==> src/rtl/fir_mac_filt.sv <==
// rtl/fir_mac_filt.sv - time-multiplexed multi-channel FIR MAC filter with shared coefficient ROM
// Define FIRFILT_SAT_EN to clamp outputs to the DATA_W signed range instead of wrapping.
module fir_mac_filt #(
  parameter int DATA_W  = 16,
  parameter int COEF_W  = 16,
  parameter int ACC_W   = 32,
  parameter int TAPS    = 1021,
  parameter int ADDR_W  = 10,
  parameter int NUM_CH  = 2,
  parameter int FRAC_SH = 15
) (
  input  logic                     clk,
  input  logic                     rst,
  input  logic                     sequencing,
  input  logic [NUM_CH*DATA_W-1:0] smpl_in,
  output logic [ADDR_W-1:0]        coef_addr,
  input  logic [COEF_W-1:0]        coef_in,
  output logic [NUM_CH*DATA_W-1:0] smpl_out,
  output logic                     valid,
  output logic                     busy
);

  typedef enum logic [1:0] {S_IDLE, S_ACCUM, S_FLUSH, S_WAIT} state_t;

  localparam logic [ADDR_W-1:0] LAST_TAP = ADDR_W'(TAPS - 1);
`ifdef FIRFILT_SAT_EN
  localparam logic signed [ACC_W-1:0] SAT_MAX = ACC_W'((64'sd1 <<< (DATA_W - 1)) - 64'sd1);
  localparam logic signed [ACC_W-1:0] SAT_MIN = -SAT_MAX - ACC_W'(1);
`endif

  state_t                     state_q, state_d;
  logic                       seq_prev_q, seq_prev_d;
  logic [ADDR_W-1:0]          addr_q, addr_d;
  logic [NUM_CH*DATA_W-1:0]   smpl_r_q, smpl_r_d;
  logic signed [ACC_W-1:0]    acc_q [NUM_CH];
  logic signed [ACC_W-1:0]    acc_d [NUM_CH];
  logic [NUM_CH*DATA_W-1:0]   smpl_out_q, smpl_out_d;
  logic                       valid_q, valid_d;

  logic signed [DATA_W+COEF_W-1:0] prod [NUM_CH];
  logic signed [ACC_W-1:0]         sum  [NUM_CH];
  logic [NUM_CH*DATA_W-1:0]        result;
  logic                            add_en;

  // smpl_r_q lags smpl_in by one cycle so it lines up with the registered ROM data.
  always_comb begin
    result = '0;
    for (int ch = 0; ch < NUM_CH; ch++) begin
      prod[ch] = $signed(smpl_r_q[ch*DATA_W +: DATA_W]) * $signed(coef_in);
      sum[ch]  = acc_q[ch] + ACC_W'(prod[ch]);
`ifdef FIRFILT_SAT_EN
      if ((sum[ch] >>> FRAC_SH) > SAT_MAX) begin
        result[ch*DATA_W +: DATA_W] = SAT_MAX[DATA_W-1:0];
      end else if ((sum[ch] >>> FRAC_SH) < SAT_MIN) begin
        result[ch*DATA_W +: DATA_W] = SAT_MIN[DATA_W-1:0];
      end else begin
        result[ch*DATA_W +: DATA_W] = DATA_W'(sum[ch] >>> FRAC_SH);
      end
`else
      result[ch*DATA_W +: DATA_W] = DATA_W'(sum[ch] >>> FRAC_SH);
`endif
    end
  end

  always_comb begin
    state_d    = state_q;
    seq_prev_d = sequencing;
    addr_d     = addr_q;
    smpl_r_d   = smpl_in;
    acc_d      = acc_q;
    smpl_out_d = smpl_out_q;
    valid_d    = 1'b0;
    // No product is ready during the first ACCUM cycle (ROM still fetching tap 0).
    add_en     = ((state_q == S_ACCUM) && (addr_q != '0)) || (state_q == S_FLUSH);

    case (state_q)
      S_IDLE: begin
        addr_d = '0;
        if (sequencing && !seq_prev_q) begin
          state_d = S_ACCUM;
          for (int ch = 0; ch < NUM_CH; ch++) acc_d[ch] = '0;
        end
      end
      S_ACCUM: begin
        if (!sequencing) begin
          state_d = S_IDLE;
          addr_d  = '0;
        end else begin
          if (add_en) acc_d = sum;
          if (addr_q == LAST_TAP) begin
            state_d = S_FLUSH;
            addr_d  = '0;
          end else begin
            addr_d = addr_q + ADDR_W'(1);
          end
        end
      end
      S_FLUSH: begin
        acc_d      = sum;
        smpl_out_d = result;
        valid_d    = 1'b1;
        state_d    = sequencing ? S_WAIT : S_IDLE;
      end
      S_WAIT: begin
        if (!sequencing) state_d = S_IDLE;
      end
      default: state_d = S_IDLE;
    endcase
  end

  always_ff @(posedge clk) begin
    if (rst) begin
      state_q    <= S_IDLE;
      seq_prev_q <= 1'b0;
      addr_q     <= '0;
      smpl_r_q   <= '0;
      for (int ch = 0; ch < NUM_CH; ch++) acc_q[ch] <= '0;
      smpl_out_q <= '0;
      valid_q    <= 1'b0;
    end else begin
      state_q    <= state_d;
      seq_prev_q <= seq_prev_d;
      addr_q     <= addr_d;
      smpl_r_q   <= smpl_r_d;
      acc_q      <= acc_d;
      smpl_out_q <= smpl_out_d;
      valid_q    <= valid_d;
    end
  end

  assign coef_addr = addr_q;
  assign smpl_out  = smpl_out_q;
  assign valid     = valid_q;
  assign busy      = (state_q == S_ACCUM) || (state_q == S_FLUSH);

endmodule

==> config.mk <==
export PLATFORM = sky130hd
export DESIGN_NAME = fir_mac_filt
export DESIGN_NICKNAME = d
export VERILOG_FILES = /design/src/rtl/fir_mac_filt.sv
export SDC_FILE = /design/constraint.sdc
export NUM_CORES = 2
export LEC_CHECK = 0
export BUFFER_PORTS_ARGS = -buffer_cell sky130_fd_sc_hd__buf_2
export CORE_MARGIN = 2
export CORE_UTILIZATION = 50
export CTS_CLUSTER_SIZE = 10
export DETAILED_ROUTE_END_ITERATION = 12
export GPL_TIMING_DRIVEN = 0
export PLACE_DENSITY = 0.67
export SYNTH_ARGS = -nofsm -noshare
export SYNTH_HDL_FRONTEND = slang
export SYNTH_SLANG_ARGS = --single-unit
==> constraint.sdc <==
create_clock -name clk -period 7.95 [get_ports clk]
set_input_delay 0 -clock clk [delete_from_list [all_inputs] [get_ports clk]]
set_output_delay 0 -clock clk [all_outputs]
set_load 0.1 [all_outputs]
==> summary.txt <==
initial antenna violation count: 3
static leakage: 14.3 nW
final setup violating endpoints: 0
clock slew at reported path FFs: 0.07 ns
CTS tree: built
Final HPWL DP: 62500 microns
clock sink count: 140
most used flip-flop cell after synthesis: dfxtp_1
Max clock buf depth: 2
crit path max fanout: 10
largest net degree at the start of global routing: 17
Clock Tree Root: clkbuf_16
clk_lat worst skew: 0.52 ns
synthesized flop and latch total: 140
status: complete, no violations
cells after synthesis: 2843
count of cell types in the netlist: 78
Fillers: 4746
Final Skew: 0.0234 ns
multi-input logic area: 0.0204 sq mm
Worst R2R Path Depth: 23
fraction of layout cells with a size suffix above 1: 5.13%
RSZ-0062 raised after global routing: false
final WL: 75200 microns
Compound-Gate Fraction of Synth Area: 6.05%
# DRC: 0
Post-Syn Area per Cell: 9.21 sq um
Ports: 95
Seq. cell area: 0.00280 sq mm
Detail Route Antenna Nets: 0
Required @ worst endpoint: 8.33 ns
Post-Synth Simple-Gate Area: 15.6%
Post-DP Area: 0.0275 sq mm
Rows: 83
CP Capture Type: flop
Initial Util: 50.8%
commonest non-fill, non-tap cell in the layout: inv_1
Post-Synth XOR/XNOR Area: 2.71%
Avg WL per Cell: 20.4 microns
min-delay worst type: in2reg
grt ovf: 0
Crit Path Class: reg2reg
mux cell area share after synthesis: 0.573%
Via Count: 19759
GRT Total Usage: 30.0%
GP Congestion: 0.925
CP arrival: 8.22 ns
crit path launch type: flop
post-synthesis sequential area ratio: 10.7%
Post-synth EDFFs: 0
DRT Pass-1 Iters: 5
Core ar.: 0.0515 sq mm
worst relative slew slack: 12.0%
Worst Tran Pin Value: 1.32 ns
total CTS buffers: 17
Starting DRT DRC Count: 1286
Buffers on Ports: 93
Die W: 233 microns
Final min period: 7.84 ns
Finished Cell Area: 0.0285 sq mm
Netlist Area Pre-Place: 0.0262 sq mm
final hold vios: 0
vias per cell: 5.36
max-slew violations: 0
Max-cap violations: 0
asr flop ratio synth: 0%
Synth Net Count: 3660
Ys Warns: 0
f_max: 0.127 GHz
Cell Pwr Density: 433 mW/mm^2
Die Footprint: 0.0542 sq mm
Final Net Count: 3806
combinational family with the most area after synthesis: adder cells
post-synthesis adder-cell area fraction: 52.9%
most frequent cells in the layout: 673 x inv_1, 570 x fa_1, 314 x nand2_1, 236 x and2_1, 196 x ha_1
Setup TNS: 0 ns
H-tree levels: 4
vias in the first global route: 21436
first-pass GRT wire length: 120000 microns
fin crit share: 98.7%
fin util: 55.3%
hold path depth: 5
DIE HEIGHT: 233 microns
Area Overhead vs Synth: 8.75%
Max VDD drop: 0.453 mV
## logic make-up (layout without fill, tap and decap cells)
| kind of cell | Yosys count | after routing |
|---|---|---|
| buffers and inverters | 789 | 948 |
| DFF | 140 | 140 |
| and+or+nand+nor | 818 | 818 |
| adders and majority gates | 766 | 766 |
| other | 0 | 2 |
| muxes | 15 | 15 |
| xor gates and xnor gates | 81 | 81 |
| AOI/OAI and AO/OA | 234 | 234 |
## critical path, stage by stage, from the launching register on
cell and delay [ns]:
dfxtp_1 0.63, clkbuf_1 0.51, nand2_1 0.16, fa_1 0.56, inv_1 0.07, fa_1 0.50, inv_1 0.06, fa_1 0.56
inv_1 0.06, fa_1 0.41, fa_1 0.52, inv_1 0.05, fa_1 0.48, inv_1 0.04, ha_1 0.25, clkbuf_1 0.29
nand2_1 0.20, nor4_1 0.57, o311ai_0 0.47, o211ai_1 0.43, and2_1 0.27, a311oi_1 0.12, xor2_1 0.35, o21ai_0 0.14
## cell usage after synthesis, drive strengths merged (13+ instances only)
library cell,n,area (sq um)
xor2,28,245
nor2,99,372
nand2b,29,181
o21ai,39,199
nor2b,41,257
o22ai,13,81.3
inv,673,2530
xnor2,53,464
a21o,14,108
fa,570,11400
a22oi,20,150
nand3,30,150
ha,196,2450
and2,238,1490
nand2,314,1180
nor3,17,90.1
clkbuf,113,454
a21oi,62,318
dfxtp,140,2800
mux2i,15,150
## report_power, final
group          switching, mW  leakage, nW  total, mW  internal [mW]
Clock                  0.422        0.295      0.896          0.474
Sequential             0.100         1.14      0.917          0.817
Combinational           6.59         12.9       10.5           3.91
Total                   7.11         14.3       12.3           5.21
## final cells by class
class	instances	area share (%)
timing repair buffer	127	2.85
sequential	140	9.84
inverter	673	8.87
tap	680	2.99
clock inverter	15	0.637
antenna	2	0.0176
multi-input combinational	1914	71.7
buffer	116	1.64
clock buffer	17	1.49
## state kept, by name (all words and copies together) (netlist names)
signal,flops
seq_prev_q,1
valid,1
coef_addr,10
smpl_out,32
state_q,2
acc_q,62
smpl_r_q,32
## worst paths after layout
path                                               end  slack (ns)                    start
worst max-delay path            acc_q[24]$_SDFFE_PP0P_        0.11  smpl_r_q[23]$_SDFF_PP0_
worst min-delay path             acc_q[1]$_SDFFE_PP0P_        0.13               coef_in[1]
worst max register to register  acc_q[24]$_SDFFE_PP0P_        0.11  smpl_r_q[23]$_SDFF_PP0_
worst min register to register   acc_q[1]$_SDFFE_PP0P_        0.47    acc_q[1]$_SDFFE_PP0P_
## stage by stage
| stage | std cells | hold WS, ns | setup WS [ns] | total power, mW |
|---|---|---|---|---|
| finish | 3684 | 0.129 | 0.107 | 12.3 |
| global route | 3682 | 0.187 | 0.0250 | 13.6 |
| CTS | 3682 | 0.0976 | 0.243 | 12.2 |
| detailed placement | 3617 | 0.214 | 0.292 | 11.2 |
| global placement | 3616 | 0.215 | 0.292 | 11.1 |
| floorplan | 2843 | 0.128 | 1.79 | 8.43 |
## metal layers
| metal | GRT usage (%) | part of all wire (%) | up-vias |
|---|---|---|---|
| li1 | - | - | 8782 |
| met1 | 38.0 | 40 | 10077 |
| met2 | 48.3 | 47 | 723 |
| met3 | 8.38 | 8.8 | 173 |
| met4 | 12.9 | 4.6 | 4 |
| met5 | 0 | 0.027 | - |
## what timing repair did
action	CTS	global route
endpoints found under the hold margin	36	0
hold buffers	33	0
buffers inserted	0	0
gates resized for setup	0	3
endpoints found under the setup margin	0	6
(Power assumes the default switching activity.)
